File: config.mk
export PLATFORM = sky130hd
export DESIGN_NAME = delay_pipe_arbiter
export DESIGN_NICKNAME = d
export VERILOG_FILES = /design/src/rtl/lstm_arb_pkg.sv /design/src/rtl/delay_FIFO.sv /design/src/rtl/rr_grant.sv /design/src/rtl/delay_pipe_arbiter.sv
export SDC_FILE = /design/constraint.sdc
export NUM_CORES = 1
export LEC_CHECK = 0
export ABC_AREA = 1
export CAP_MARGIN = 10
export CORE_MARGIN = 1
export CORE_UTILIZATION = 53
export CTS_BUF_LIST = sky130_fd_sc_hd__clkbuf_4 sky130_fd_sc_hd__clkbuf_8
export DETAILED_ROUTE_END_ITERATION = 8
export PLACE_DENSITY = 0.88
export SLEW_MARGIN = 5
export SYNTH_ARGS = -nofsm -noshare
export SYNTH_HDL_FRONTEND = slang
export SYNTH_HIERARCHICAL = 1
export SYNTH_SLANG_ARGS = --single-unit
export TNS_END_PERCENT = 1
File: constraint.sdc
create_clock -name clock -period 6.7 [get_ports clock]
set_clock_uncertainty 0.15 [all_clocks]
set_input_delay 1.34 -clock clock [delete_from_list [all_inputs] [get_ports clock]]
set_output_delay 1.34 -clock clock [all_outputs]
set_load 0.005 [all_outputs]
File: src/rtl/lstm_arb_pkg.sv
// Shared types and defaults for the LSTM gate-operand delay-pipe arbiter.
// Latency: n/a (package only).
// Backpressure: n/a (package only).
//
// Contents: default pipeline depth and requester count, and the tag
// record {valid, id} that travels alongside each data word.
package lstm_arb_pkg;

    localparam int DELAY_ARB_DEFAULT_DEPTH   = 4;
    localparam int DELAY_ARB_DEFAULT_REQ     = 4;
    localparam int DELAY_ARB_DEFAULT_ID_BITS = $clog2(DELAY_ARB_DEFAULT_REQ);

    // Tag record for the default requester count. The top level builds the
    // same {valid, id} layout at its own ID width, so non-default NUM_REQ
    // builds keep the identical bit ordering.
    typedef struct packed {
        logic                                 valid;
        logic [DELAY_ARB_DEFAULT_ID_BITS-1:0] id;
    } arb_tag_t;

endpackage

File: src/rtl/delay_FIFO.sv
// Fixed-latency shift pipeline: every word advances one stage per clock.
// Latency: NUM_DELAY_CYCLE cycles from data_in to data_out.
// Backpressure: none; the pipeline shifts unconditionally every cycle.
//
// Ports: clock, reset (sync, active-high, clears every stage),
//        data_in  [INPUT_BITS_NUM-1:0] word entering stage 0,
//        data_out [INPUT_BITS_NUM-1:0] word leaving the last stage.
module delay_FIFO #(
    parameter int INPUT_BITS_NUM  = 16,
    parameter int NUM_DELAY_CYCLE = 4
) (
    input  logic                      clock,
    input  logic                      reset,
    input  logic [INPUT_BITS_NUM-1:0] data_in,
    output logic [INPUT_BITS_NUM-1:0] data_out
);

    logic [INPUT_BITS_NUM-1:0] stage [NUM_DELAY_CYCLE];

    always_ff @(posedge clock) begin
        if (reset) begin
            for (int i = 0; i < NUM_DELAY_CYCLE; i++) begin
                stage[i] <= '0;
            end
        end else begin
            stage[0] <= data_in;
            for (int i = 1; i < NUM_DELAY_CYCLE; i++) begin
                stage[i] <= stage[i-1];
            end
        end
    end

    assign data_out = stage[NUM_DELAY_CYCLE-1];

endmodule

File: src/rtl/rr_grant.sv
// Grant select for the delay-pipe arbiter: one-hot pick among valid requesters.
// Latency: combinational grant; priority pointer updates at the accept edge.
// Backpressure: hold or reset suppresses every grant for that cycle.
//
// Build option: DELAY_ARB_RR_EN defined -> round-robin starting at rr_ptr;
//               undefined -> fixed priority, lowest index wins (no pointer,
//               so the clock port only exists in the round-robin build).
// Ports: clock (RR build only), reset, hold, req_valid[NUM_REQ],
//        grant[NUM_REQ] one-hot, grant_id[ID_BITS] index of the set bit.
module rr_grant
    import lstm_arb_pkg::*;
#(
    parameter int NUM_REQ = DELAY_ARB_DEFAULT_REQ,
    parameter int ID_BITS = $clog2(NUM_REQ)
) (
`ifdef DELAY_ARB_RR_EN
    input  logic               clock,
`endif
    input  logic               reset,
    input  logic               hold,
    input  logic [NUM_REQ-1:0] req_valid,
    output logic [NUM_REQ-1:0] grant,
    output logic [ID_BITS-1:0] grant_id
);

    logic enable;
    logic found;

    // No grant in a reset cycle: whatever would be accepted is discarded anyway.
    assign enable = !reset && !hold;

`ifdef DELAY_ARB_RR_EN
    localparam logic [ID_BITS:0]   REQ_W   = (ID_BITS+1)'(NUM_REQ);
    localparam logic [ID_BITS-1:0] LAST_ID = ID_BITS'(NUM_REQ - 1);

    logic [ID_BITS-1:0] rr_ptr;
    logic [ID_BITS:0]   cand;

    // Scan NUM_REQ positions starting at rr_ptr; the one-bit-wider sum plus a
    // single conditional subtract gives the modulo without needing a power of two.
    always_comb begin
        grant    = '0;
        grant_id = '0;
        found    = 1'b0;
        cand     = '0;
        for (int k = 0; k < NUM_REQ; k++) begin
            cand = {1'b0, rr_ptr} + (ID_BITS+1)'(k);
            if (cand >= REQ_W) begin
                cand = cand - REQ_W;
            end
            if (enable && !found && req_valid[cand[ID_BITS-1:0]]) begin
                found    = 1'b1;
                grant_id = cand[ID_BITS-1:0];
            end
        end
        if (found) begin
            grant[grant_id] = 1'b1;
        end
    end

    // Pointer moves just past the winner so it gets lowest priority next time.
    always_ff @(posedge clock) begin
        if (reset) begin
            rr_ptr <= '0;
        end else if (found) begin
            rr_ptr <= (grant_id == LAST_ID) ? '0 : grant_id + ID_BITS'(1);
        end
    end
`else
    // Descending scan so the last match written is the lowest index.
    always_comb begin
        grant    = '0;
        grant_id = '0;
        found    = 1'b0;
        for (int i = NUM_REQ - 1; i >= 0; i--) begin
            if (enable && req_valid[i]) begin
                found    = 1'b1;
                grant_id = ID_BITS'(i);
            end
        end
        if (found) begin
            grant[grant_id] = 1'b1;
        end
    end
`endif

endmodule

File: src/rtl/delay_pipe_arbiter.sv
// Shares one fixed-latency delay pipeline among NUM_REQ requesters, tagging each word with its owner.
// Latency: word accepted in cycle t leaves with resp_valid in cycle t+NUM_DELAY_CYCLE.
// Backpressure: none downstream (consumer must always take resp_valid); hold blocks grants only.
//
// Build option: DELAY_ARB_RR_EN selects round-robin grant (else fixed priority, lowest index).
// Ports: clock, reset (sync, active-high), hold, req_valid[NUM_REQ],
//        req_data[NUM_REQ*W] (requester i at [i*W +: W]), req_ready[NUM_REQ] one-hot,
//        resp_valid, resp_id[ID_BITS], resp_data[W], in_flight[CNT_BITS], busy.
module delay_pipe_arbiter
    import lstm_arb_pkg::*;
#(
    parameter int INPUT_BITS_NUM  = 16,
    parameter int NUM_DELAY_CYCLE = DELAY_ARB_DEFAULT_DEPTH,
    parameter int NUM_REQ         = DELAY_ARB_DEFAULT_REQ,
    parameter int ID_BITS         = $clog2(NUM_REQ),
    parameter int CNT_BITS        = $clog2(NUM_DELAY_CYCLE + 1)
) (
    input  logic                              clock,
    input  logic                              reset,
    input  logic                              hold,
    input  logic [NUM_REQ-1:0]                req_valid,
    input  logic [NUM_REQ*INPUT_BITS_NUM-1:0] req_data,
    output logic [NUM_REQ-1:0]                req_ready,
    output logic                              resp_valid,
    output logic [ID_BITS-1:0]                resp_id,
    output logic [INPUT_BITS_NUM-1:0]         resp_data,
    output logic [CNT_BITS-1:0]               in_flight,
    output logic                              busy
);

    // Same {valid, id} layout as arb_tag_t, sized for this instance's NUM_REQ.
    typedef struct packed {
        logic               valid;
        logic [ID_BITS-1:0] id;
    } tag_t;

    logic [NUM_REQ-1:0]        grant;
    logic [ID_BITS-1:0]        grant_id;
    logic                      accept;
    logic [INPUT_BITS_NUM-1:0] pipe_in_data;
    logic [INPUT_BITS_NUM-1:0] pipe_out_data;
    tag_t                      tag_in;
    tag_t                      tag_out;

    rr_grant #(
        .NUM_REQ (NUM_REQ),
        .ID_BITS (ID_BITS)
    ) u_grant (
`ifdef DELAY_ARB_RR_EN
        .clock     (clock),
`endif
        .reset     (reset),
        .hold      (hold),
        .req_valid (req_valid),
        .grant     (grant),
        .grant_id  (grant_id)
    );

    assign req_ready = grant;
    assign accept    = |(req_valid & grant);

    // Non-accept cycles push zero data so bubbles reach the output as zero.
    always_comb begin
        pipe_in_data = '0;
        for (int i = 0; i < NUM_REQ; i++) begin
            if (grant[i] && req_valid[i]) begin
                pipe_in_data = req_data[i*INPUT_BITS_NUM +: INPUT_BITS_NUM];
            end
        end
    end

    always_comb begin
        tag_in = '0;
        if (accept) begin
            tag_in.valid = 1'b1;
            tag_in.id    = grant_id;
        end
    end

    delay_FIFO #(
        .INPUT_BITS_NUM  (INPUT_BITS_NUM),
        .NUM_DELAY_CYCLE (NUM_DELAY_CYCLE)
    ) u_data_pipe (
        .clock    (clock),
        .reset    (reset),
        .data_in  (pipe_in_data),
        .data_out (pipe_out_data)
    );

    delay_FIFO #(
        .INPUT_BITS_NUM  (ID_BITS + 1),
        .NUM_DELAY_CYCLE (NUM_DELAY_CYCLE)
    ) u_tag_pipe (
        .clock    (clock),
        .reset    (reset),
        .data_in  (tag_in),
        .data_out (tag_out)
    );

    // At most NUM_DELAY_CYCLE words can be in the pipe, so the counter never wraps.
    always_ff @(posedge clock) begin
        if (reset) begin
            in_flight <= '0;
        end else begin
            case ({accept, tag_out.valid})
                2'b10:   in_flight <= in_flight + CNT_BITS'(1);
                2'b01:   in_flight <= in_flight - CNT_BITS'(1);
                default: in_flight <= in_flight;
            endcase
        end
    end

    assign resp_valid = tag_out.valid;
    assign resp_id    = tag_out.id;
    assign resp_data  = pipe_out_data;
    assign busy       = (in_flight != '0);

endmodule
Word level (Yosys, flattened, before mapping) --
Memory sizes are Yosys's and may differ from the RTL's. Cells that the tools add are included.
Word-level totals: register bits after elaboration 3, RAM bits 76, input port bits 71, output and inout port bits 27, word-level logic and storage cells 61, memories kept 2
Operators by class: add/sub/neg operators 2, order comparisons 2, eq/ne operators 2, muxes and demuxes 28, bitwise gates (word level) 9, reduce and logical (&&, ||, !) cells 15
Memory list:
- u_data_pipe.stage | words 4, bits a word 16, rd ports 4, clocked after Yosys merged registers in 0, write ports 4, RTL line delay_FIFO.sv:18 | logic [INPUT_BITS_NUM-1:0] stage [NUM_DELAY_CYCLE];
- u_tag_pipe.stage | words 4, bits a word 3, rd ports 4, clocked after Yosys merged registers in 0, write ports 4, RTL line delay_FIFO.sv:18
Operators with widths (count):
- two-way mux 16 bit | 8
- two-way mux 3 bit | 5
- logical AND 1 bit | 10
- two-way mux 1 bit | 8
- two-way mux 2 bit | 4
- OR 1 bit | 8
- case mux 3 bit (2 select lines) | 1
- bitwise AND 4 bit | 1
- two-way mux 4 bit | 1
- OR reduction 4 bit | 1
- adder 3 x 1 -> 3 bit (second input constant) | 1
- less-than comparator 2 x 3 -> 1 bit (second input constant) | 1
- nonzero test 3 bit | 1
- subtractor 3 x 1 -> 3 bit (second input constant) | 1
- demux 1 bit (select 2 bit) | 1
- equality test 2 x 1 -> 1 bit (second input constant) | 1
- equality test 2 bit (second input constant) | 1
- greater-or-equal comparator 2 x 1 -> 1 bit (second input constant) | 1
- logical NOT 1 bit | 2
- nonzero test 2 bit | 1

Logic depth before layout (Yosys ltp) --
Gate-level depths: netlist (run 1).
word-level depth 18, depth in mapped cells 17

Modules after synthesis --
The synthesis (run 1) kept the hierarchy.
Modules (own cells, without submodules):
- delay_FIFO (u_data_pipe) | times used 1, cells an instance 199, area each 1840.5 um^2, seq. area each 1281.2 um^2
- delay_pipe_arbiter | times used 1, cells an instance 209, area each 1093.5 um^2, seq. area each 60.1 um^2
- delay_FIFO (u_tag_pipe) | times used 1, cells an instance 37, area each 341.6 um^2, seq. area each 240.2 um^2
- rr_grant | times used 1, cells an instance 21, area each 90.1 um^2, seq. area each 0.0 um^2

Least setup slack after synthesis (run 1) --
Ideal clock, no wire load.
kind in2reg, start input port hold, end register in_flight[2], library setup time 113 ps, data arrival time 3038 ps, data required time 6437 ps, slack 3399 ps, stages on the path 16, buffers on the path 0, cells stage by stage nor2_2 nand2_1 a21oi_2 nor2_1 nand2_4 nand2_1 nor2_1 ha_1 inv_1 fa_1 inv_1 nand2_1 nand3_1 nand2_1 nand2_1 nor2_1
On the way: cells in the longest elaborated chain, start to end 16
RTL lines:
- start: declaration | RTL line delay_pipe_arbiter.sv:20 | input logic hold,
- logical NOT 1 bit (*) | RTL line rr_grant.sv:30 | assign enable = !reset && !hold;
- logical AND 1 bit (*) | RTL line rr_grant.sv:30
- logical AND 1 bit | RTL line rr_grant.sv:76 | if (enable && req_valid[i]) begin
- two-way mux 2 bit (3 in series) | RTL line rr_grant.sv:76
- two-way mux 2 bit (*) | RTL line rr_grant.sv:76
- named net grant_id[0] | RTL line delay_pipe_arbiter.sv:38 | logic [ID_BITS-1:0] grant_id;
- less-than comparator 2 x 3 -> 1 bit (not written as such) or greater-or-equal comparator 2 x 1 -> 1 bit (tied branches) | RTL line rr_grant.sv:82 | grant[grant_id] = 1'b1;
- logical AND 1 bit (not written as such) | RTL line rr_grant.sv:82
- two-way mux 1 bit (not written as such) | RTL line rr_grant.sv:82
- demux 1 bit (select 2 bit) (*)
- two-way mux 4 bit (*) | RTL line rr_grant.sv:81 | if (found) begin
- named net req_ready[2] | RTL line delay_pipe_arbiter.sv:23 | output logic [NUM_REQ-1:0] req_ready,
- bitwise AND 4 bit (*) | RTL line delay_pipe_arbiter.sv:60 | assign accept = |(req_valid & grant);
- OR reduction 4 bit (*) | RTL line delay_pipe_arbiter.sv:60
- equality test 2 x 1 -> 1 bit or equality test 2 bit (tied branches) | RTL line delay_pipe_arbiter.sv:105 | case ({accept, tag_out.valid})
- case mux 3 bit (2 select lines) or nonzero test 2 bit (tied branches)
- end signal: assignment | RTL line delay_pipe_arbiter.sv:106 | 2'b10: in_flight <= in_flight + CNT_BITS'(1);
- end signal: assignment | RTL line delay_pipe_arbiter.sv:107 | 2'b01: in_flight <= in_flight - CNT_BITS'(1);
- end signal: assignment | RTL line delay_pipe_arbiter.sv:108 | default: in_flight <= in_flight;
- end: declaration | RTL line delay_pipe_arbiter.sv:27 | output logic [CNT_BITS-1:0] in_flight,
Mark *: on every way through the listed nets, which the timed path passes. The rest lies on a longest branch. A chain may end at the register's enable or synchronous reset.

Worst setup path in the final report (run 1) --
start input port req_valid[1], end register in_flight[2]
On the way: cells in the longest elaborated chain, start to end 12
RTL lines:
- start: declaration | RTL line delay_pipe_arbiter.sv:21 | input logic [NUM_REQ-1:0] req_valid,
- logical AND 1 bit | RTL line rr_grant.sv:76
- two-way mux 2 bit (2 in series) | RTL line rr_grant.sv:76
- less-than comparator 2 x 3 -> 1 bit (not written as such) or greater-or-equal comparator 2 x 1 -> 1 bit (tied branches) | RTL line rr_grant.sv:82
- logical AND 1 bit (not written as such) | RTL line rr_grant.sv:82
- two-way mux 1 bit (not written as such) | RTL line rr_grant.sv:82
- demux 1 bit (select 2 bit)
- two-way mux 4 bit | RTL line rr_grant.sv:81
- bitwise AND 4 bit (*) | RTL line delay_pipe_arbiter.sv:60
- OR reduction 4 bit (*) | RTL line delay_pipe_arbiter.sv:60
- equality test 2 x 1 -> 1 bit or equality test 2 bit (tied branches) | RTL line delay_pipe_arbiter.sv:105
- case mux 3 bit (2 select lines) or nonzero test 2 bit (tied branches)
Mark *: on every way between the ends. The rest lies on a longest branch, timed or not.

==> results of run 1 <==
==> sequential cells by signal, indices dropped and copies added, names as in the netlist <==
register           cells
u_data_pipe/stage     64
in_flight              3
u_tag_pipe/stage      12
==> placed cells by master, fill, tap and decap left out <==
cell,count
buf_4,3
clkdlybuf4s50_1,96
nand4_1,1
nor2_2,1
clkbuf_8,9
fa_1,1
clkinv_4,1
o21ai_0,3
nand2_1,59
ha_1,1
clkinvlp_4,2
inv_1,123
nand2_8,1
buf_2,1
a21oi_1,8
inv_6,4
nand3_1,51
nand2_4,1
dfxtp_1,79
inv_8,1
a21oi_2,10
nor2_1,104
==> cells by family after synthesis <==
group | Yosys count | synth area share [%]
AOI/OAI and AO/OA | 21 | 4.24
and+or+nand+nor | 218 | 27.1
DFF | 79 | 47.0
buffers and inverters | 146 | 20.7
adders and majority gates | 2 | 0.967
==> metal layers <==
metal,vias to the layer above,wire [um]
li1,1516,-
met1,1270,2760
met2,113,3540
met3,15,423
met4,0,159
met5,-,0
==> worst min path at each step <==
stage                                        start                                  end  slack [ns]  cells after the start
6_report        u_data_pipe/stage[0][8]$_SDFF_PP0_   u_data_pipe/stage[1][8]$_SDFF_PP0_        0.24                      2
5_1_grt         u_data_pipe/stage[1][9]$_SDFF_PP0_   u_data_pipe/stage[2][9]$_SDFF_PP0_        0.26                      2
2_1_floorplan   u_data_pipe/stage[0][0]$_SDFF_PP0_   u_data_pipe/stage[1][0]$_SDFF_PP0_        0.24                      2
4_1_cts        u_data_pipe/stage[0][10]$_SDFF_PP0_  u_data_pipe/stage[1][10]$_SDFF_PP0_        0.25                      2
3_3_place_gp    u_data_pipe/stage[1][0]$_SDFF_PP0_   u_data_pipe/stage[2][0]$_SDFF_PP0_        0.24                      2
3_5_place_dp   u_data_pipe/stage[2][15]$_SDFF_PP0_  u_data_pipe/stage[3][15]$_SDFF_PP0_        0.24                      2
==> report_power, final <==
group / internal, mW / switching, mW / total [mW]
Combinational: 0.0504 / 0.0373 / 0.0878
Clock: 0.142 / 0.184 / 0.325
Sequential: 0.475 / 0.00202 / 0.477
==> cell type report <==
cell class	count	area [um^2]
clock buffers	9	124
clock inverters	7	61.3
fillers	462	1620
inverters	124	470
multi-input cells	241	1090
flip-flops and latches	79	1580
well taps	75	93.8
repair buffers	100	988
==> tightest hold or removal path, cell delays in order, from the launching register on <==
cell     delay, ns
dfxtp_1       0.30
inv_1         0.04
nor2_1        0.03
==> results.yml, run 1 <==
placed_design:
  dpl_cell_area_um2: 4220
  gp_congestion: 0.831
  pre_cts_slack_ns: 1.48
  place_inst: 619
  dp_hpwl_um: 4850
  numPortBuffers: 97
critical_path:
  reg2reg_from: "u_tag_pipe/stage[3][2]$_SDFF_PP0_"
  cp_max_fo: 32
  cp-endpoint: "in_flight[2]$_SDFFE_PP0P_"
  crit_path_start: "req_valid[1]"
  path_buf_inv: 4
  path_cells: "clkdlybuf4s50_1, inv_1, nand4_1, nor2_1, nand2_1, nand2_1, nor2_1, ha_1, inv_1, fa_1, inv_1, nand2_1, nand3_1, nand2_1, nand2_1, nor2_1"
  crit_path_frequent_cell: "nand2_1"
  r2r-end: "in_flight[2]$_SDFFE_PP0P_"
  startpoint_type: "input port"
  reg2reg_slack_ns: 5.03
  critPathKind: "input port to register"
  crit_family: "simple AND/OR/NAND/NOR gates"
  max_stage_delay_ns: 0.93
  slowest_stage: "clkdlybuf4s50_1"
  cp.depth: 16
  cp.arrival_ns: 5.01
  reg2reg_depth: 9
  crit_required_ns: 6.79
  critPathCaptureType: "register"
clocking:
  ctsResizeCount: 0
  numCtsBuffers: 9
  tritoncts: "done"
  clkLatencyLatePin_ns: 0.34
  cts_hold_buf: 0
  cts_setup_buffers: 0
  clkTransAtPathRegs_ns: 0.09
  cts_sinks: 79
  ctsLongestPathBuffers: 2
  htreeDepth: 3
  root_buffer: "clkbuf_8"
cells_and_area:
  drive_gt1_share_pct: 6.07
  syn_to_final_growth_pct: 30.9
  diodes: 0
  num-nets-final: 628
  final_util_pct: 73.1
  finalNonFillerCells: 635
  fin_area_um2: 4410
power:
  total_power_uw: 890
  leakage_nw: 1.93
  peakVddDrop_mv: 0.134
  p_per_area_nw_per_um2: 202
run_status:
  status: "finished clean"
grt:
  grt.met2_usage_pct: 40.8
  gr-usage-met1_pct: 25.4
  grt_use_total_pct: 22.9
  use_met3_pct: 5.67
  grt_max_degree: 80
  first_global_vias: 2761
  grt_first_pass_wirelength_um: 11600
  globalRouteOverflowTotal: 0
  antenna_found_initial: 0
  top_usage_layer: "met2"
floorplan:
  start_util_pct: 55.9
  core_um2: 6030
  dieArea_um2: 6670
  die_width_um: 81.7
  die_h_um: 81.7
  row_count: 28
  ios: 98
yosys:
  synthArstFlopShare_pct: 0
  synth.most_common_cell: "inv_1"
  syn_avg_cell_area_um2: 7.22
  synth_common_cells: "inv_1 (123), nor2_1 (104), dfxtp_1 (79), nand2_1 (59), nand3_1 (51)"
  ys_types: 20
  synth_top_area_share_pct: 47.0
  syn_nets: 539
  ys_warn_count: 6
  syn_inst: 466
  synthFlopType: "dfxtp_1"
  yosys.area.top_type: "dfxtp_1"
  ys_seq_elements: 79
  syn_area_um2: 3370
  synth-seq-area-share_pct: 47.0
  synth_area_leaders: "dfxtp_1 (47%), inv_1 (14%), nor2_1 (12%)"
  synth-edff-count: 0
timing:
  post-route-min-period_ns: 4.92
  fin_crit_sh_pct: 73.5
  slew_violations: 0
  rsz0062_at_grt: "no"
  tightest_slew_ns: 0.965
  finalSetupViolations: 0
  slew_headroom_pct: 35.5
  layout_setup_ws_ns: 1.78
  finalSetupTns_ns: 0
  fin_hold_ws_ns: 0.243
  fmax_mhz: 203
  hold_violations: 0
routing:
  drt_iter0_markers: 106
  drt-pass1-iter-count: 5
  vias: 2914
  routed_wirelength_um: 6890
  drtAntennaViolNets: 0
  routedWlPerCell_um: 10.9
  drc: 0
  viasPerCell: 4.59
job:
  cap_viol_max_count: 0
min_path:
  holdCritPathClass: "register to register"
(Power assumes the default switching activity.)
==> run 2: changes to the inputs <==
Settings changed: CORE_UTILIZATION 53 to 49, PLACE_DENSITY 0.88 to 0.82.
Clock period 6.7 ns to 4.6 ns, I/O delays scaled along.
==> results.yml, run 2 (synthesized netlist as in run 1, its figures left out) <==
critical_path:
  cp_max_fo: 18
  critPathCaptureType: "output port"
  startpoint_type: "input port"
  crit_required_ns: 3.53
  reg2reg_slack_ns: 2.88
  slowest_stage: "clkdlybuf4s50_1"
  path_cells: "clkdlybuf4s50_1, buf_4, inv_1, nor2_1, clkdlybuf4s50_1"
  max_stage_delay_ns: 0.59
  reg2reg_depth: 9
  crit_path_frequent_cell: "clkdlybuf4s50_1"
  crit_family: "buffers and inverters"
  r2r-end: "in_flight[2]$_SDFFE_PP0P_"
  cp.arrival_ns: 2.67
  reg2reg_from: "u_tag_pipe/stage[3][2]$_SDFF_PP0_"
  path_buf_inv: 4
  critPathKind: "input port to output port"
min_path:
  holdPathEnd: "u_data_pipe/stage[1][11]$_SDFF_PP0_"
  holdCritPathClass: "register to register"
  hold_depth: 2
  min-delay-start: "u_data_pipe/stage[0][11]$_SDFF_PP0_"
cells_and_area:
  fill_cells: 516
  diodes: 0
  ff_latch_area_um2: 1580
  syn_to_final_growth_pct: 32.2
  top_register: "u_data_pipe/stage"
  layout_commonest_cell: "inv_1"
  multi_input_area_um2: 1090
  num-nets-final: 631
  fin_area_um2: 4450
  finalNonFillerCells: 640
  drive_gt1_share_pct: 6.57
  mostFrequentLayoutCells: "inv_1 (123), nor2_1 (104), clkdlybuf4s50_1 (96), dfxtp_1 (79), nand2_1 (59)"
  largest_register_ffs: 64
  top_regs: "u_data_pipe/stage: 64 flops, u_tag_pipe/stage: 12 flops, in_flight: 3 flops"
floorplan:
  start_util_pct: 51.8
  ios: 98
  dieArea_um2: 7200
  die_width_um: 84.9
  die_h_um: 84.9
  core_um2: 6490
  row_count: 29
power:
  p_per_area_nw_per_um2: 299
  peakVddDrop_mv: 0.134
  total_power_mw: 1.33
  leakage_nw: 1.95
timing:
  finalSetupViolations: 0
  slew_headroom_pct: 53.6
  fin_crit_sh_pct: 81.2
  post-route-min-period_ns: 3.74
  slew_violations: 0
  fmax_mhz: 268
  fin_hold_ws_ns: 0.247
  tightest_slew_ns: 0.697
  finalSetupTns_ns: 0
  hold_violations: 0
  rsz0062_at_grt: "no"
routing:
  vias: 2802
  drc: 4
  drtAntennaViolNets: 0
  drt_iter0_markers: 119
  drt-pass1-iter-count: 7
  routed_wirelength_um: 6460
  viasPerCell: 4.38
  routedWlPerCell_um: 10.1
grt:
  grt_max_degree: 78
  grt_use_total_pct: 19.0
  first_global_vias: 2596
  grt_first_pass_wirelength_um: 10700
  antenna_found_initial: 0
  globalRouteOverflowTotal: 0
placed_design:
  place_inst: 624
  gp_congestion: 0.894
  dpl_cell_area_um2: 4250
  numPortBuffers: 97
  dp_hpwl_um: 4740
clocking:
  cts_hold_buf: 0
  ctsResizeCount: 0
  root_buffer: "clkbuf_8"
  cts_sinks: 79
  clkTransAtPathRegs_ns: 0.08
  numCtsBuffers: 9
  cts_setup_buffers: 0
  htreeDepth: 3
  ctsLongestPathBuffers: 2
  tritoncts: "done"
  clkLatencyLatePin_ns: 0.34
run_status:
  status: "finished with violations"
  failed_checks: "DRC"
job:
  cap_viol_max_count: 0
==> run 2: changes by cell type in the layout (fill, tap and decap cells not counted) <==
cell and change:
inv_8 -1, clkinv_4 +1, buf_4 +3, inv_6 -1, bufinv_16 +1
==> run 2: power by group <==
| group | internal [mW] | switching (mW) | leakage [nW] |
|---|---|---|---|
| Sequential | 0.692 | 0.00284 | 0.638 |
| Combinational | 0.0747 | 0.0547 | 1.22 |
| Clock | 0.256 | 0.251 | 0.0964 |
==> run 2: worst min-delay path: stages, from the launching register on <==
cell	delay (ns)
dfxtp_1	0.30
inv_1	0.04
nor2_1	0.03
==> run 2: stage by stage <==
step / util (%) / worst slack [ns]
global placement: 65.4 / 0.871
floorplan: - / 1.72
global route: 68.5 / 0.744
detailed placement: 65.4 / 0.779
finish: 68.5 / 0.863
CTS: 68.5 / 0.852
==> run 2: cell type report <==
cell class | count | area share (%)
clock inverters | 7 | 1.80
multi-input cells | 241 | 24.4
flip-flops and latches | 79 | 35.5
clock buffers | 9 | 2.78
repair buffers | 103 | 22.7
inverters | 124 | 10.6
well taps | 77 | 2.17
==> run 2: how the worst max path moves through the flow <==
stage / slack [ns] / start / cells after the start / end
6_report: 0.86 / req_valid[1] / 5 / req_ready[1]
5_1_grt: 0.74 / req_valid[1] / 5 / req_ready[1]
4_1_cts: 0.85 / req_valid[1] / 5 / req_ready[1]
3_5_place_dp: 0.78 / req_valid[1] / 17 / in_flight[2]$_SDFFE_PP0P_
3_3_place_gp: 0.87 / req_valid[1] / 5 / req_ready[1]
2_1_floorplan: 1.72 / hold / 16 / in_flight[2]$_SDFFE_PP0P_
==> run 2: per-layer routing <==
metal  GRT usage [%]  vias to the layer above  share of wire (%)
li1                -                     1520                  -
met1            21.8                     1173                 42
met2            33.3                       94                 50
met3            3.89                       15                5.4
met4            10.6                        0                2.5
met5               0                        -                  0
==> run 3: changes to the inputs <==
Clock period 4.6 ns to 3.5 ns, I/O delays scaled along.
==> results.yml, run 3 (synthesized netlist as in run 1, its figures left out) <==
cells_and_area:
  layout_commonest_cell: "inv_1"
  diodes: 0
  syn_to_final_growth_pct: 32.5
  drive_gt1_share_pct: 6.74
  top_regs: "u_data_pipe/stage: 64 flops, u_tag_pipe/stage: 12 flops, in_flight: 3 flops"
  top_register: "u_data_pipe/stage"
  largest_register_ffs: 64
  num-nets-final: 632
  mostFrequentLayoutCells: "inv_1 (123), nor2_1 (104), clkdlybuf4s50_1 (96), dfxtp_1 (79), nand2_1 (59)"
  fill_cells: 561
  final_util_pct: 68.6
timing:
  fmax_mhz: 307
  post-route-min-period_ns: 3.26
  tightest_slew_ns: 0.715
  hold_violations: 0
  fin_crit_sh_pct: 93.2
  slew_violations: 0
  slew_headroom_pct: 52.3
  finalSetupViolations: 0
  rsz0062_at_grt: "no"
  finalSetupTns_ns: 0
critical_path:
  cp.arrival_ns: 2.41
  reg2reg_depth: 9
  crit_required_ns: 2.65
  r2r-end: "in_flight[2]$_SDFFE_PP0P_"
  critPathCaptureType: "output port"
  reg2reg_slack_ns: 1.84
  cp_max_fo: 3
  startpoint_type: "input port"
  critPathKind: "input port to output port"
  reg2reg_from: "u_tag_pipe/stage[3][2]$_SDFF_PP0_"
clocking:
  cts_sinks: 79
  root_buffer: "clkbuf_8"
  htreeDepth: 3
  numCtsBuffers: 9
  cts_hold_buf: 0
  clkLatencyLatePin_ns: 0.34
  cts_setup_buffers: 0
  tritoncts: "done"
  ctsLongestPathBuffers: 2
  ctsResizeCount: 0
  clkTransAtPathRegs_ns: 0.09
routing:
  vias: 2814
  drc: 0
  drt-pass1-iter-count: 6
  viasPerCell: 4.39
  routedWlPerCell_um: 9.93
  drt_iter0_markers: 110
  drtAntennaViolNets: 0
  routed_wirelength_um: 6360
power:
  leakage_nw: 1.95
  peakVddDrop_mv: 0.197
  p_per_area_nw_per_um2: 394
floorplan:
  die_width_um: 84.9
  die_h_um: 84.9
  start_util_pct: 51.8
  row_count: 29
  core_um2: 6490
  dieArea_um2: 7200
  ios: 98
min_path:
  holdCritPathClass: "register to register"
  min-delay-start: "u_tag_pipe/stage[1][0]$_SDFF_PP0_"
  hold_depth: 2
  holdPathEnd: "u_tag_pipe/stage[2][0]$_SDFF_PP0_"
job:
  cap_viol_max_count: 0
grt:
  grt_first_pass_wirelength_um: 10900
  grt_use_total_pct: 19.4
  grt_max_degree: 78
  antenna_found_initial: 0
  globalRouteOverflowTotal: 0
  first_global_vias: 2580
placed_design:
  numPortBuffers: 97
  dp_hpwl_um: 4690
  gp_congestion: 0.867
run_status:
  status: "finished clean"
run 3: changes by cell type in the layout (fill, tap and decap cells not counted), sizes merged:
cell,delta
buf,+1
clkinv,-1
clkinvlp,+1
run 3: worst max-delay path, cell delays in order:
cell	delay, ns
clkdlybuf4s50_1	0.57
inv_1	0.10
nand2_1	0.07
nand4_1	0.12
nor2_1	0.29
clkdlybuf4s50_1	0.57
run 3: stage by stage:
stage          hold slack [ns]  setup slack, ns  power [mW]  cell area, um^2  cells
2_1_floorplan            0.238            0.839        1.01             3370    466
4_1_cts                  0.251            0.270        1.77             4460    641
3_5_place_dp             0.242            0.145        1.10             4250    625
5_1_grt                  0.268            0.140        1.83             4460    641
6_report                 0.249            0.239        1.76             4460    641
3_3_place_gp             0.239            0.361        1.10             4250    625
run 3: per-layer routing:
layer  part of all wire, %  vias up  global-route usage [%]
met4                   1.8        0                    8.78
met2                    48       95                    33.4
met5                     0        -                       0
met1                    45     1192                    22.9
met3                   5.1       11                    4.77
li1                      -     1516                       -
run 3: worst max-delay path by stage:
stage                       from                        end  cells past startpoint
floorplan                   hold  in_flight[2]$_SDFFE_PP0P_                     16
global placement    req_valid[2]  in_flight[2]$_SDFFE_PP0P_                     17
detailed placement  req_valid[2]  in_flight[2]$_SDFFE_PP0P_                     17
CTS                 req_valid[2]               req_ready[2]                      6
global route        req_valid[2]               req_ready[2]                      6
finish              req_valid[2]               req_ready[2]                      6
run 3: layout make-up:
class	count	area (um^2)	area share, %
clock buffers	9	124	2.78
clock inverters	7	81.3	1.82
flip-flops and latches	79	1580	35.5
multi-input cells	241	1090	24.4
inverters	124	470	10.6
repair buffers	104	1020	22.8
well taps	77	96.3	2.16
run 3: power breakdown:
group / internal (mW) / switching (mW)
Sequential: 0.910 / 0.00392
Combinational: 0.0982 / 0.0702
Clock: 0.338 / 0.337
